`src/rtl/riscv_pkg.sv`:
```
// Shared RISC-V constants and fetch-stage state encoding used across the core.
package riscv_pkg;

  localparam logic [31:0] NOP_INSTR = 32'h0000_0013;

  localparam logic [6:0] OP_LW   = 7'b0000011;
  localparam logic [6:0] OP_ADDI = 7'b0010011;
  localparam logic [6:0] OP_SW   = 7'b0100011;
  localparam logic [6:0] OP_R    = 7'b0110011;
  localparam logic [6:0] OP_BEQ  = 7'b1100011;
  localparam logic [6:0] OP_JAL  = 7'b1101111;

  typedef enum logic [1:0] {
    S_IDLE  = 2'd0,
    S_REQ   = 2'd1,
    S_WAIT  = 2'd2,
    S_VALID = 2'd3
  } fetch_state_e;

endpackage

```
`src/rtl/fetch_watchdog.sv`:
```
// Wait-cycle counter for an outstanding instruction-memory request.
module fetch_watchdog #(
  parameter int TimeoutCycles = 255
) (
  input  logic clk,
  input  logic reset,
  input  logic clear,
  input  logic enable,
  output logic expired
);

  // Expiry fires in the wait cycle whose increment would reach TimeoutCycles.
  localparam logic [7:0] LastCount = 8'(TimeoutCycles - 1);

  logic [7:0] count;

  always_ff @(posedge clk) begin
    if (reset || clear) begin
      count <= 8'd0;
    end else if (enable) begin
      count <= count + 8'd1;
    end
  end

  assign expired = enable && (count == LastCount);

endmodule

```
`src/rtl/fetch_unit.sv`:
```
// Instruction-fetch stage: one outstanding imem request, valid/ready output to decode,
// next-PC selection from the execute-stage redirect.
module fetch_unit
  import riscv_pkg::*;
#(
  parameter int               Width         = 32,
  parameter logic [Width-1:0] ResetPC       = '0,
  parameter int               TimeoutCycles = 255
) (
  input  logic             clk,
  input  logic             reset,
  input  logic             PCSrc,
  input  logic [Width-1:0] PCTarget,
  input  logic             instr_ready,
  output logic             instr_valid,
  output logic [31:0]      Instr,
  output logic [Width-1:0] PC,
  output logic [Width-1:0] PCPlus4,
  output logic             imem_req,
  output logic [Width-1:0] imem_addr,
  input  logic             imem_rvalid,
  input  logic [31:0]      imem_rdata,
  output logic             misalign_err,
  output logic             imem_timeout
);

  fetch_state_e     state, state_next;
  logic [Width-1:0] pc_q;
  logic [Width-1:0] next_pc;
  logic [31:0]      instr_q;
  logic             misalign_q;
  logic             timeout_q;
  logic             wd_expired;
  logic             handshake;
  logic             rvalid_take;

  assign handshake   = (state == S_VALID) && instr_ready;
  assign rvalid_take = (state == S_WAIT) && imem_rvalid;

  fetch_watchdog #(
    .TimeoutCycles(TimeoutCycles)
  ) u_watchdog (
    .clk    (clk),
    .reset  (reset),
    .clear  (state == S_REQ),
    .enable (state == S_WAIT),
    .expired(wd_expired)
  );

  always_comb begin
    state_next = state;
    case (state)
      S_IDLE:  state_next = S_REQ;
      S_REQ:   state_next = S_WAIT;
      S_WAIT: begin
        if (imem_rvalid) begin
          state_next = S_VALID;
        end else if (wd_expired) begin
          state_next = S_REQ;
        end
      end
      S_VALID: begin
        if (instr_ready) begin
          state_next = S_REQ;
        end
      end
      default: state_next = S_IDLE;
    endcase
  end

  assign PCPlus4 = pc_q + Width'(4);
  // A misaligned redirect is still followed, rounded down to the word boundary.
  assign next_pc = PCSrc ? {PCTarget[Width-1:2], 2'b00} : PCPlus4;

  always_ff @(posedge clk) begin
    if (reset) begin
      state      <= S_IDLE;
      pc_q       <= ResetPC;
      instr_q    <= NOP_INSTR;
      misalign_q <= 1'b0;
      timeout_q  <= 1'b0;
    end else begin
      state <= state_next;
      if (handshake) begin
        pc_q <= next_pc;
      end
      if (handshake && PCSrc && (PCTarget[1:0] != 2'b00)) begin
        misalign_q <= 1'b1;
      end
      if (rvalid_take) begin
        instr_q <= imem_rdata;
      end
      if ((state == S_WAIT) && !imem_rvalid && wd_expired) begin
        timeout_q <= 1'b1;
      end
    end
  end

  assign instr_valid  = (state == S_VALID);
  assign imem_req     = (state == S_REQ);
  assign imem_addr    = {pc_q[Width-1:2], 2'b00};
  assign Instr        = instr_q;
  assign PC           = pc_q;
  assign misalign_err = misalign_q;
  assign imem_timeout = timeout_q;

endmodule

```
`config.mk`:
```
export PLATFORM = sky130hd
export DESIGN_NAME = fetch_unit
export DESIGN_NICKNAME = d
export VERILOG_FILES = /design/src/rtl/riscv_pkg.sv /design/src/rtl/fetch_watchdog.sv /design/src/rtl/fetch_unit.sv
export SDC_FILE = /design/constraint.sdc
export NUM_CORES = 1
export LEC_CHECK = 0
export ABC_AREA = 0
export CAP_MARGIN = 5
export CORE_MARGIN = 2
export CORE_UTILIZATION = 42
export DETAILED_ROUTE_END_ITERATION = 8
export HOLD_SLACK_MARGIN = 0.06
export PLACE_DENSITY = 0.93
export SYNTH_ARGS = -nofsm -noshare
export SYNTH_HDL_FRONTEND = slang
export SYNTH_SLANG_ARGS = --single-unit
export TNS_END_PERCENT = 10
```
`constraint.sdc`:
```
create_clock -name clk -period 2.5 [get_ports clk]
set_input_delay 0.25 -clock clk [delete_from_list [all_inputs] [get_ports clk]]
set_output_delay 0.25 -clock clk [all_outputs]
set_load 0.03 [all_outputs]
```
# Yosys cells after proc, flatten, opt, wreduce, memory -nomap -nowiden

Cells that the tools add are included.

Add/subtract/negate cells: 2
Equal/unequal tests: 6
Multiplexer cells: 5
Reduce and logical (&&, ||, !) cells: 12

Operators by type and width:

| kind                                                            | count |
|---|---|
| 32-bit by 3-bit adder with 32-bit output, second input constant | 1 |
| 32-bit two-way mux                                              | 1 |
| 8-bit by 1-bit adder with 8-bit output, second input constant   | 1 |
| 8-bit == test, second input constant                            | 1 |
| 2-bit one-hot mux with 4 select lines                           | 1 |
| 1-bit logical AND                                               | 7 |
| 2-bit two-way mux                                               | 3 |
| 2-bit == test, second input constant                            | 2 |
| 3-bit != test, second input constant                            | 1 |
| 2-bit by 1-bit == test with 1-bit output, second input constant | 1 |
| 2-bit zero test                                                 | 1 |
| 2-bit != test, second input constant                            | 1 |
| 2-bit AND reduction                                             | 1 |
| 2-bit nonzero test                                              | 1 |
| 1-bit zero test                                                 | 1 |
| 1-bit logical OR                                                | 1 |

Register bits: 76
Bits of input ports: 69
Output and inout port bits: 132

# Logic depth before layout (Yosys ltp)

Gate-level depths: netlist (run 1).

Word-level depth: 5
Mapped depth: 8
Gate-level depth less buffers: 7

# Modules after synthesis

From an unflattened synthesis (run 1), not the netlist that was laid out.

Cells, all modules: 597
Area, all modules: 4493.1 um^2

Modules (own cells, without submodules):

| module         | times used | cells each | area an instance (um^2) |
|---|---|---|---|
| fetch_unit     | 1          | 555        | 4124.0 |
| fetch_watchdog | 1          | 42         | 369.1 |

# Worst setup path after synthesis (run 1)

No wires, ideal clock.

Kind: register -> output
Start: reg pc_q[15] (netlist: PC[15])
End: out PCPlus4[26]
Arrival time: 2.246 ns
Slack: 0.004 ns
Stages on the path, launching flop included: 6
Buffers on the path: 1
Cell sequence: dfxtp_1 -> buf_2 -> and4_4 -> nand4_4 -> or4_4 -> xnor2_1

Word-level cells in the longest chain between the ends: 1

RTL lines:

| item                                     | RTL line         | RTL |
|---|---|---|
| from (decl)                              | fetch_unit.sv:28 | `logic [Width-1:0] pc_q;` |
| from (signal assigned)                   | fetch_unit.sv:78 | `pc_q <= ResetPC;` |
| from (signal assigned)                   | fetch_unit.sv:85 | `pc_q <= next_pc;` |
| 32-bit by 3-bit adder with 32-bit output | fetch_unit.sv:71 | `assign PCPlus4 = pc_q + Width'(4);` |
| to (decl)                                | fetch_unit.sv:18 | `output logic [Width-1:0] PCPlus4,` |

No other way between the ends.

# Final worst setup path (run 1)

Start: reg pc_q[5] (netlist: PC[5])
End: out PCPlus4[25]

Same word-level chain as after synthesis.

==> results.ini, run 1 <==
[timing]
slew_headroom_pct = 63.05
finalCriticalPeriod_ns = 2.389
finalHoldViolCount = 0
finalSetupViolCount = 0
slew_viol_final = 0
fin_worst_skew_ns = 0.007428
tightest_slew_ns = 0.5522
fin_crit_sh_pct = 95.57
tns_ns = 0
fmax_mhz = 418.6

[global_routing]
grt_use_total_pct = 24.60
use_met3_pct = 6.830
globalRouteMet2Util_pct = 41.82
grt_overflow = 0
grt_pass1_vias = 4537
grt_busiest_layer = met2
grt_first_pass_wirelength_um = 22010
antenna_found_initial = 0
grt_start_max_net_pins = 59
use_met1_pct = 28.07

[placement]
portBuffers = 194
dp.cells = 836
dp_hpwl_um = 10160
globalplace.congestion = 0.9045

[hold_path]
hold_end = PC[27]$_SDFFE_PP0N_
hp-class = primary input to register
min_from = PCSrc
min_path_cells = 3

[cells_and_area]
layout.nets = 793
final_util_pct = 65.26
n_antenna_cell = 0
drive_gt1_share_pct = 12.88
area_growth_pct = 51.28
stdcell_count = 855

[drt]
dr.first_iter.drc_count = 282
avgRoutedWirePerCell_um = 15.96
vias = 4643
viasPerCell = 5.430
antenna_left = 0
wirelength_um = 13640
drc_errors = 0
dr.pass1.iters = 7

[clock_network]
cts_tree = built
worstSkewPairLatency_ns = 0.35
cts_buffers = 9
clockBufferDepth = 2
path_clk_slew_ns = 0.09
htreeDepth = 3
ctsHoldBuffers = 0
clock-root-buffer = clkbuf_8
clock-sinks = 74

[critical_path]
crit-reg2reg-launch = PC[5]$_SDFFE_PP0N_
crit_buf_inv = 3
reg2reg_depth = 7
required_ns = 2.25
crit_path_max_fanout = 9
worst_r2r_endpoint = PC[29]$_SDFFE_PP0N_
worst_ep_arrival_time_ns = 2.14
cp-end-kind = primary output
path_cells = and4_4 > nand2_1 > buf_4 > nor3_4 > buf_4 > xor2_1 > buf_4
crit_family = simple AND/OR/NAND/NOR gates
cp-start-kind = register
critPathKind = register to primary output
cp_slowest_cell = dfxtp_4
slowest_delay_ns = 0.40
crit_top_cell = buf_4
r2r_slack_ns = 0.55

[synth]
synth_cells = 552
ys_ff_latch = 74
synthArstFlopShare_pct = 0
syn_avg_cell_area_um2 = 7.639
yosys.area.top_type = dfxtp_1
synth-main-ff-cell = dfxtp_1
synth_seq_area_share_pct = 35.13
synth.area.top_cells = dfxtp_1 35%, nand2_1 9.1%, buf_4 6.6%, a21oi_1 6.4%, xor2_1 3.7%
synth_edf_count = 0
yosys_warnings = 0
yosysUniqueCellTypes = 57
synth_compound_area_share_pct = 17.98
synth_xor_area_share_pct = 6.855
syn_area_um2 = 4217
synthMuxAreaShare_pct = 1.721
synthAdderAreaFrac_pct = 2.077
synth_top_family_by_area = simple AND/OR/NAND/NOR gates
yosys.area.top_type_share_pct = 35.13
yosys.area_share.simple_pct = 25.10

[floorplanning]
die_area_um2 = 10860
die_x_um = 104.2
fp.dieH_um = 104.2
start_util_pct = 43.14
num_io_pins = 201
coreArea_um2 = 9774
rows = 36

[status]
outcome = complete, no violations

[power_and_ir_drop]
p_per_area_nw_per_um2 = 403.3
leakage_nw = 2.387
ir_drop_v = 0.0003004

[run]
drv_cap = 0

[per-layer routing]
metal / wire length (um) / part of all wire [%]
met1: 5222 / 38
met2: 6803 / 50
met3: 1118 / 8.2
met4: 498 / 3.7
met5: 0 / 0
[cell families after synthesis]
| family | count (synthesis) |
|---|---|
| other | 1 |
| DFF | 74 |
| adders and majority gates | 7 |
| xor gates and xnor gates | 33 |
| and+or+nand+nor | 223 |
| muxes | 7 |
| AOI/OAI and AO/OA | 122 |
| buffers and inverters | 85 |
[layout make-up]
cell class | count | area [um^2]
flip-flops and latches | 74 | 1500
clock buffers | 10 | 137.6
repair buffers | 223 | 2126
multi-input cells | 398 | 2333
fillers | 791 | 3396
well taps | 133 | 166.4
clock inverters | 6 | 73.82
inverters | 11 | 41.29
[flip-flops by register name, summed over array words and instances, names as in the netlist]
| register | count |
|---|---|
| Instr | 32 |
| misalign_err | 1 |
| PC | 30 |
| state | 2 |
| imem_timeout | 1 |
| u_watchdog.count | 8 |
[cells in the mapped netlist (2+ instances only)]
cell type / instances
nand2_1: 102
dfxtp_1: 74
a21oi_1: 54
buf_4: 37
nor2_1: 35
clkbuf_1: 27
nand3_1: 21
o21ai_0: 21
xor2_1: 18
nor3_1: 17
xnor2_1: 15
nand4_1: 12
inv_1: 11
a22o_1: 7
a32o_1: 7
and3_1: 7
ha_1: 7
a31oi_1: 6
buf_2: 5
mux2i_1: 5
a22oi_1: 4
buf_1: 4
nor2b_1: 4
nor4_1: 4
o31ai_1: 4
or3_1: 4
and4_1: 3
nand2b_1: 3
a211oi_1: 2
and2_1: 2
mux2_2: 2
o22ai_1: 2
o41ai_1: 2
[repair_timing]
action / 4_1_cts / 5_1_grt
gates resized for setup: 15 / 18
endpoints found under the setup margin: 17 / 13
setup buffers: 0 / 3
endpoints found under the hold margin: 0 / 0
pin swaps: 0 / 1
[layout by cell type, fill, tap and decap left out, types with 3 or more instances in the layout]
master           netlist  routed
a21oi_1               54      54
a22o_1                 7       7
a22oi_1                4       4
a31oi_1                6       6
a32o_1                 7       7
and3_1                 7       6
and4_4                 1       3
buf_4                 37      43
clkbuf_8               0      10
clkdlybuf4s50_1        0     169
clkinv_4               0       3
conb_1                 1       6
dfxtp_1               74      63
dfxtp_2                0       9
dlygate4sd2_1          0       7
ha_1                   7       6
inv_1                 11      11
mux2i_1                5       5
nand2_1              102     102
nand2b_1               3       3
nand3_1               21      20
nand4_1               12      12
nor2_1                35      35
nor2b_1                4       4
nor3_1                17      13
nor3_2                 0       4
nor4_1                 4       4
o21ai_0               21      21
o31ai_1                4       4
or3_1                  4       4
xnor2_1               15      15
xor2_1                18      18
[power by group]
part	switching (mW)	leakage, nW	internal [mW]
sequential	0.0179	0.603	1.19
combinational	0.185	1.68	0.180
clock	0.496	0.107	0.501
total	0.699	2.39	1.87
[worst register-to-register path, stage by stage, from the launching register on]
cell       delay (ns)
dfxtp_4          0.40
and4_4           0.26
nand2_1          0.12
buf_4            0.19
nor3_4           0.32
buf_4            0.18
a2111oi_0        0.08
a311o_1          0.28
[per-stage QoR]
step           hold WS, ns  setup slack, ns  power (mW)  cell area, um^2
4_1_cts             0.3554         -0.01600       2.587             6315
3_5_place_dp        0.4477           0.1012       1.602             6090
6_report            0.3696           0.1108       2.572             6379
5_1_grt             0.3813        -0.005887       2.673             6379
3_3_place_gp        0.4385           0.2151       1.592             6090
2_1_floorplan       0.3743         0.004021       1.422             4235
[how the worst max path moves through the flow]
stage / slack (ns) / cells past startpoint / start / end
5_1_grt: -0.006 / 7 / PC[6]$_SDFFE_PP0N_ / PCPlus4[25]
2_1_floorplan: 0.004 / 5 / PC[15]$_SDFFE_PP0N_ / PCPlus4[26]
4_1_cts: -0.02 / 6 / PC[2]$_SDFFE_PP0N_ / PCPlus4[26]
3_5_place_dp: 0.10 / 5 / PC[3]$_SDFFE_PP0N_ / PCPlus4[12]
6_report: 0.11 / 7 / PC[5]$_SDFFE_PP0N_ / PCPlus4[25]
3_3_place_gp: 0.22 / 5 / PC[3]$_SDFFE_PP0N_ / PCPlus4[12]
Note: power is estimated with default switching activity, not from simulation.
==> inputs of run 2 (changes only) <==
--- a/config.mk
+++ b/config.mk
@@ -8,10 +8,10 @@
 export ABC_AREA = 0
 export CAP_MARGIN = 5
 export CORE_MARGIN = 2
-export CORE_UTILIZATION = 42
+export CORE_UTILIZATION = 30
 export DETAILED_ROUTE_END_ITERATION = 8
 export HOLD_SLACK_MARGIN = 0.06
-export PLACE_DENSITY = 0.93
+export PLACE_DENSITY = 0.73
 export SYNTH_ARGS = -nofsm -noshare
 export SYNTH_HDL_FRONTEND = slang
 export SYNTH_SLANG_ARGS = --single-unit
==> results.ini, run 2 (synthesized netlist as in run 1, its figures left out) <==
[run]
drv_cap = 0

[clock_network]
clockBufferDepth = 2
clock-root-buffer = clkbuf_16
cts_buffers = 9
path_clk_slew_ns = 0.06
cts_tree = built
htreeDepth = 3
clock-sinks = 74
worstSkewPairLatency_ns = 0.34

[critical_path]
required_ns = 2.25
startpoint = PC[13]$_SDFFE_PP0N_
crit-reg2reg-launch = PC[2]$_SDFFE_PP0N_
critPathKind = register to primary output
cp-end-kind = primary output
crit_path_max_fanout = 7
worst_ep_arrival_time_ns = 2.14
cp-start-kind = register

[timing]
fin_crit_sh_pct = 95.47
holdWs_ns = 0.2481
tightest_slew_ns = 0.5167
rsz0062_at_grt = yes
fmax_mhz = 419.0
finalCriticalPeriod_ns = 2.387
slew_headroom_pct = 65.43
finalSetupViolCount = 0
finalHoldViolCount = 0
tns_ns = 0
slew_viol_final = 0
fin_worst_skew_ns = 0.005067

[drt]
vias = 4454
avgRoutedWirePerCell_um = 14.78
drc_errors = 0
dr.first_iter.drc_count = 249
wirelength_um = 13350
antenna_left = 0
dr.pass1.iters = 4
viasPerCell = 4.932

[cells_and_area]
multi_input_area_um2 = 2313
mostFrequentLayoutCell = clkdlybuf4s50_1
register_area_um2 = 1489
largest_reg_flops = 32
layout_common_cells = 169 x clkdlybuf4s50_1, 102 x nand2_1, 68 x dfxtp_1
layout.nets = 793
area_growth_pct = 54.66
drive_gt1_share_pct = 12.19
nFillCells = 1354

[global_routing]
globalRouteMet2Util_pct = 29.03
grt_overflow = 0
grt_first_pass_wirelength_um = 20870
grt_busiest_layer = met2
use_met1_pct = 21.62
grt_pass1_vias = 4129
grt_use_total_pct = 17.74
grt_start_max_net_pins = 53
antenna_found_initial = 1
use_met3_pct = 5.251

[placement]
portBuffers = 194
globalplace.congestion = 0.8373
dp_hpwl_um = 9666

[floorplanning]
num_io_pins = 201
coreArea_um2 = 13830
die_area_um2 = 15020
fp.dieH_um = 122.6
rows = 43
die_x_um = 122.6
start_util_pct = 30.49

[power_and_ir_drop]
p_per_area_nw_per_um2 = 462.3
ir_drop_v = 0.0003372
leakage_nw = 2.425

[hold_path]
min_from = reset
hp-class = primary input to register

[status]
outcome = complete, no violations

run 2: cell count changes in the layout (fill, tap and decap cells not counted), moves of 2 or more:
cell | before | now
dfxtp_4 | 2 | 0
buf_4 | 43 | 45
dlygate4sd2_1 | 7 | 5
clkinv_4 | 3 | 1
clkbuf_8 | 10 | 0
dfxtp_2 | 9 | 6
clkinvlp_4 | 0 | 2
dfxtp_1 | 63 | 68
clkbuf_16 | 0 | 9
run 2: what timing repair did:
action | in CTS | in global routing
gates cloned | 0 | 0
endpoints found under the setup margin | 12 | 15
pin swaps | 0 | 1
gates resized for setup | 11 | 10
hold buffers | 0 | 0
setup buffers | 0 | 1
run 2: metrics by stage:
| stage | instance area, um^2 | instances | util, % | power [mW] | setup WS (ns) |
|---|---|---|---|---|---|
| 2_1_floorplan | 4235 | 557 | - | 1.422 | 0.004021 |
| 3_3_place_gp | 6146 | 885 | 44.45 | 1.598 | 0.3560 |
| 3_5_place_dp | 6146 | 885 | 44.45 | 1.600 | 0.3064 |
| 4_1_cts | 6481 | 901 | 46.87 | 3.047 | 0.006748 |
| 5_1_grt | 6519 | 902 | 47.15 | 3.115 | -0.04436 |
| 6_report | 6521 | 903 | 47.16 | 3.014 | 0.1132 |
run 2: area by class of cell:
class / count / share of cell area [%]
inverter: 11 / 0.6332
timing repair buffer: 223 / 32.56
sequential: 74 / 22.83
antenna: 1 / 0.03837
clock buffer: 9 / 3.454
multi-input combinational: 398 / 35.48
tap: 180 / 3.454
clock inverter: 7 / 1.554
run 2: worst paths after layout:
check,end,slack (ns),cells after the start
max reg2reg,PC[28]$_SDFFE_PP0N_,0.60,6
min,Instr[11]$_SDFFE_PP0P_,0.25,2
max,PCPlus4[26],0.11,5
min reg2reg,misalign_err$_SDFFE_PP0P_,0.45,2
run 2: worst max-delay path, stage by stage, from the launching register on:
cell and delay, ns:
dfxtp_1 0.43, and2_2 0.26, nand4_4 0.16, or4_4 0.61
xnor2_1 0.15, buf_4 0.18
run 2: where the power goes:
part	leakage, nW	switching [mW]	internal [mW]
logic	1.67	0.182	0.180
clock network	0.153	0.557	0.883
registers	0.600	0.0165	1.20
total	2.42	0.756	2.26
run 2: layer usage:
layer | up-vias | share of wire, %
li1 | 2209 | -
met1 | 2056 | 43
met2 | 169 | 47
met3 | 20 | 7.7
met4 | 0 | 2.3
met5 | - | 0
==> inputs of run 3 (changes only) <==
--- a/config.mk
+++ b/config.mk
@@ -7,6 +7,7 @@
 export LEC_CHECK = 0
 export ABC_AREA = 0
 export CAP_MARGIN = 5
+export CORE_ASPECT_RATIO = 0.8
 export CORE_MARGIN = 2
 export CORE_UTILIZATION = 30
 export DETAILED_ROUTE_END_ITERATION = 8
==> results.ini, run 3 (synthesized netlist as in run 1, its figures left out) <==
[floorplanning]
start_util_pct = 30.90
die_area_um2 = 15030
die_x_um = 136.5
coreArea_um2 = 13650
num_io_pins = 201
rows = 38
fp.dieH_um = 110.0

[clock_network]
clock-root-buffer = clkbuf_16
cts_tree = built
clockBufferDepth = 2
clock-sinks = 74
path_clk_slew_ns = 0.06
cts_buffers = 9
worstSkewPairLatency_ns = 0.33
ctsHoldBuffers = 0
htreeDepth = 3

[timing]
slew_headroom_pct = 53.26
timing.final.ws_setup_ns = 0.08718
slew_viol_final = 0
finalHoldViolCount = 0
tns_ns = 0
tightest_slew_ns = 0.7012
fmax_mhz = 414.5
holdWs_ns = 0.3483
finalSetupViolCount = 0
fin_worst_skew_ns = 0.008144
fin_crit_sh_pct = 96.51
rsz0062_at_grt = no
finalCriticalPeriod_ns = 2.413

[global_routing]
grt_overflow = 0
grt_pass1_vias = 3988
grt_start_max_net_pins = 61
antenna_found_initial = 0
grt_use_total_pct = 17.37
grt_first_pass_wirelength_um = 20820

[critical_path]
critPathKind = register to primary output
path_cells = ha_2 > and3_2 > nand4_1 > nor3_2 > xor2_1 > buf_12
worst_ep_arrival_time_ns = 2.16
cp-start-kind = register
cp-end-kind = primary output
cp_slowest_cell = dfxtp_1
crit_family = simple AND/OR/NAND/NOR gates
crit_path_max_fanout = 5
required_ns = 2.25
slowest_delay_ns = 0.34
crit_buf_inv = 1

[cells_and_area]
nFillCells = 1341
layout.nets = 793
mostFrequentLayoutCell = clkdlybuf4s50_1
drive_gt1_share_pct = 12.60
multi_input_area_um2 = 2330
n_antenna_cell = 0
final_util_pct = 48.45
largest_reg_flops = 32
stdcell_count = 902
area_growth_pct = 56.80
register_area_um2 = 1489
final_area_um2 = 6611
layout_common_cells = 170 x clkdlybuf4s50_1, 102 x nand2_1, 68 x dfxtp_1

[drt]
vias = 4425
drc_errors = 0
wirelength_um = 13440
dr.pass1.iters = 5
dr.first_iter.drc_count = 257
antenna_left = 0
avgRoutedWirePerCell_um = 14.89
viasPerCell = 4.906

[power_and_ir_drop]
power.total_mw = 2.978
p_per_area_nw_per_um2 = 450.4
leakage_nw = 2.462
ir_drop_v = 0.0002835

[hold_path]
hp-class = primary input to register

[placement]
dpl_cell_area_um2 = 6238
portBuffers = 194
globalplace.congestion = 0.8124
dp_hpwl_um = 9637
pre_cts_ws_ns = 0.3147
dp.cells = 886

[status]
outcome = complete, no violations

[run]
drv_cap = 0

==> run 3: cell count changes in the layout (fill, tap and decap cells not counted), moves of 2 or more <==
cell	previous run	this run
buf_12	2	8
inv_6	2	0
clkinvlp_4	2	0
dlygate4sd2_1	5	2
buf_4	45	39
clkinv_4	1	3
==> run 3: metal layers <==
metal / GRT usage, % / wire [um]
met4: 3.348 / 59
met5: 0 / 0
met1: 24.05 / 6376
met3: 5.304 / 1148
met2: 26.79 / 5850
==> run 3: worst paths after layout <==
check                                            start                endpoint  slack [ns]  depth (start not counted)
worst min-delay path                             reset   Instr[4]$_SDFFE_PP1P_        0.35                          4
worst max register to register     PC[17]$_SDFFE_PP0N_     PC[20]$_SDFFE_PP0N_        0.56                          6
worst max-delay path                PC[2]$_SDFFE_PP0N_             PCPlus4[22]        0.09                          6
worst min register to register  Instr[14]$_SDFFE_PP0P_  Instr[14]$_SDFFE_PP0P_        0.45                          2
==> run 3: layout make-up <==
class,count,area share [%]
multi-input combinational,398,35.24
timing repair buffer,223,33.36
sequential,74,22.52
clock buffer,10,3.463
tap,180,3.407
clock inverter,6,1.382
inverter,11,0.6245
==> run 3: power breakdown <==
part           internal, mW  total (mW)  switching (mW)  leakage, nW
clock network         0.878        1.40           0.518        0.157
logic                 0.186       0.370           0.184         1.71
registers              1.20        1.21          0.0158        0.600
total                  2.26        2.98           0.717         2.46
==> run 3: what timing repair did <==
action	4_1_cts	5_1_grt
buffers inserted	0	0
endpoints found under the setup margin	6	17
resized for setup	5	19
endpoints found under the hold margin	0	0
==> run 3: worst min-delay path, delay by kind of cell <==
family | cells | cell delay (ns)
AND/OR/NAND/NOR | 1 | 0.08
buffers and inverters | 3 | 0.31
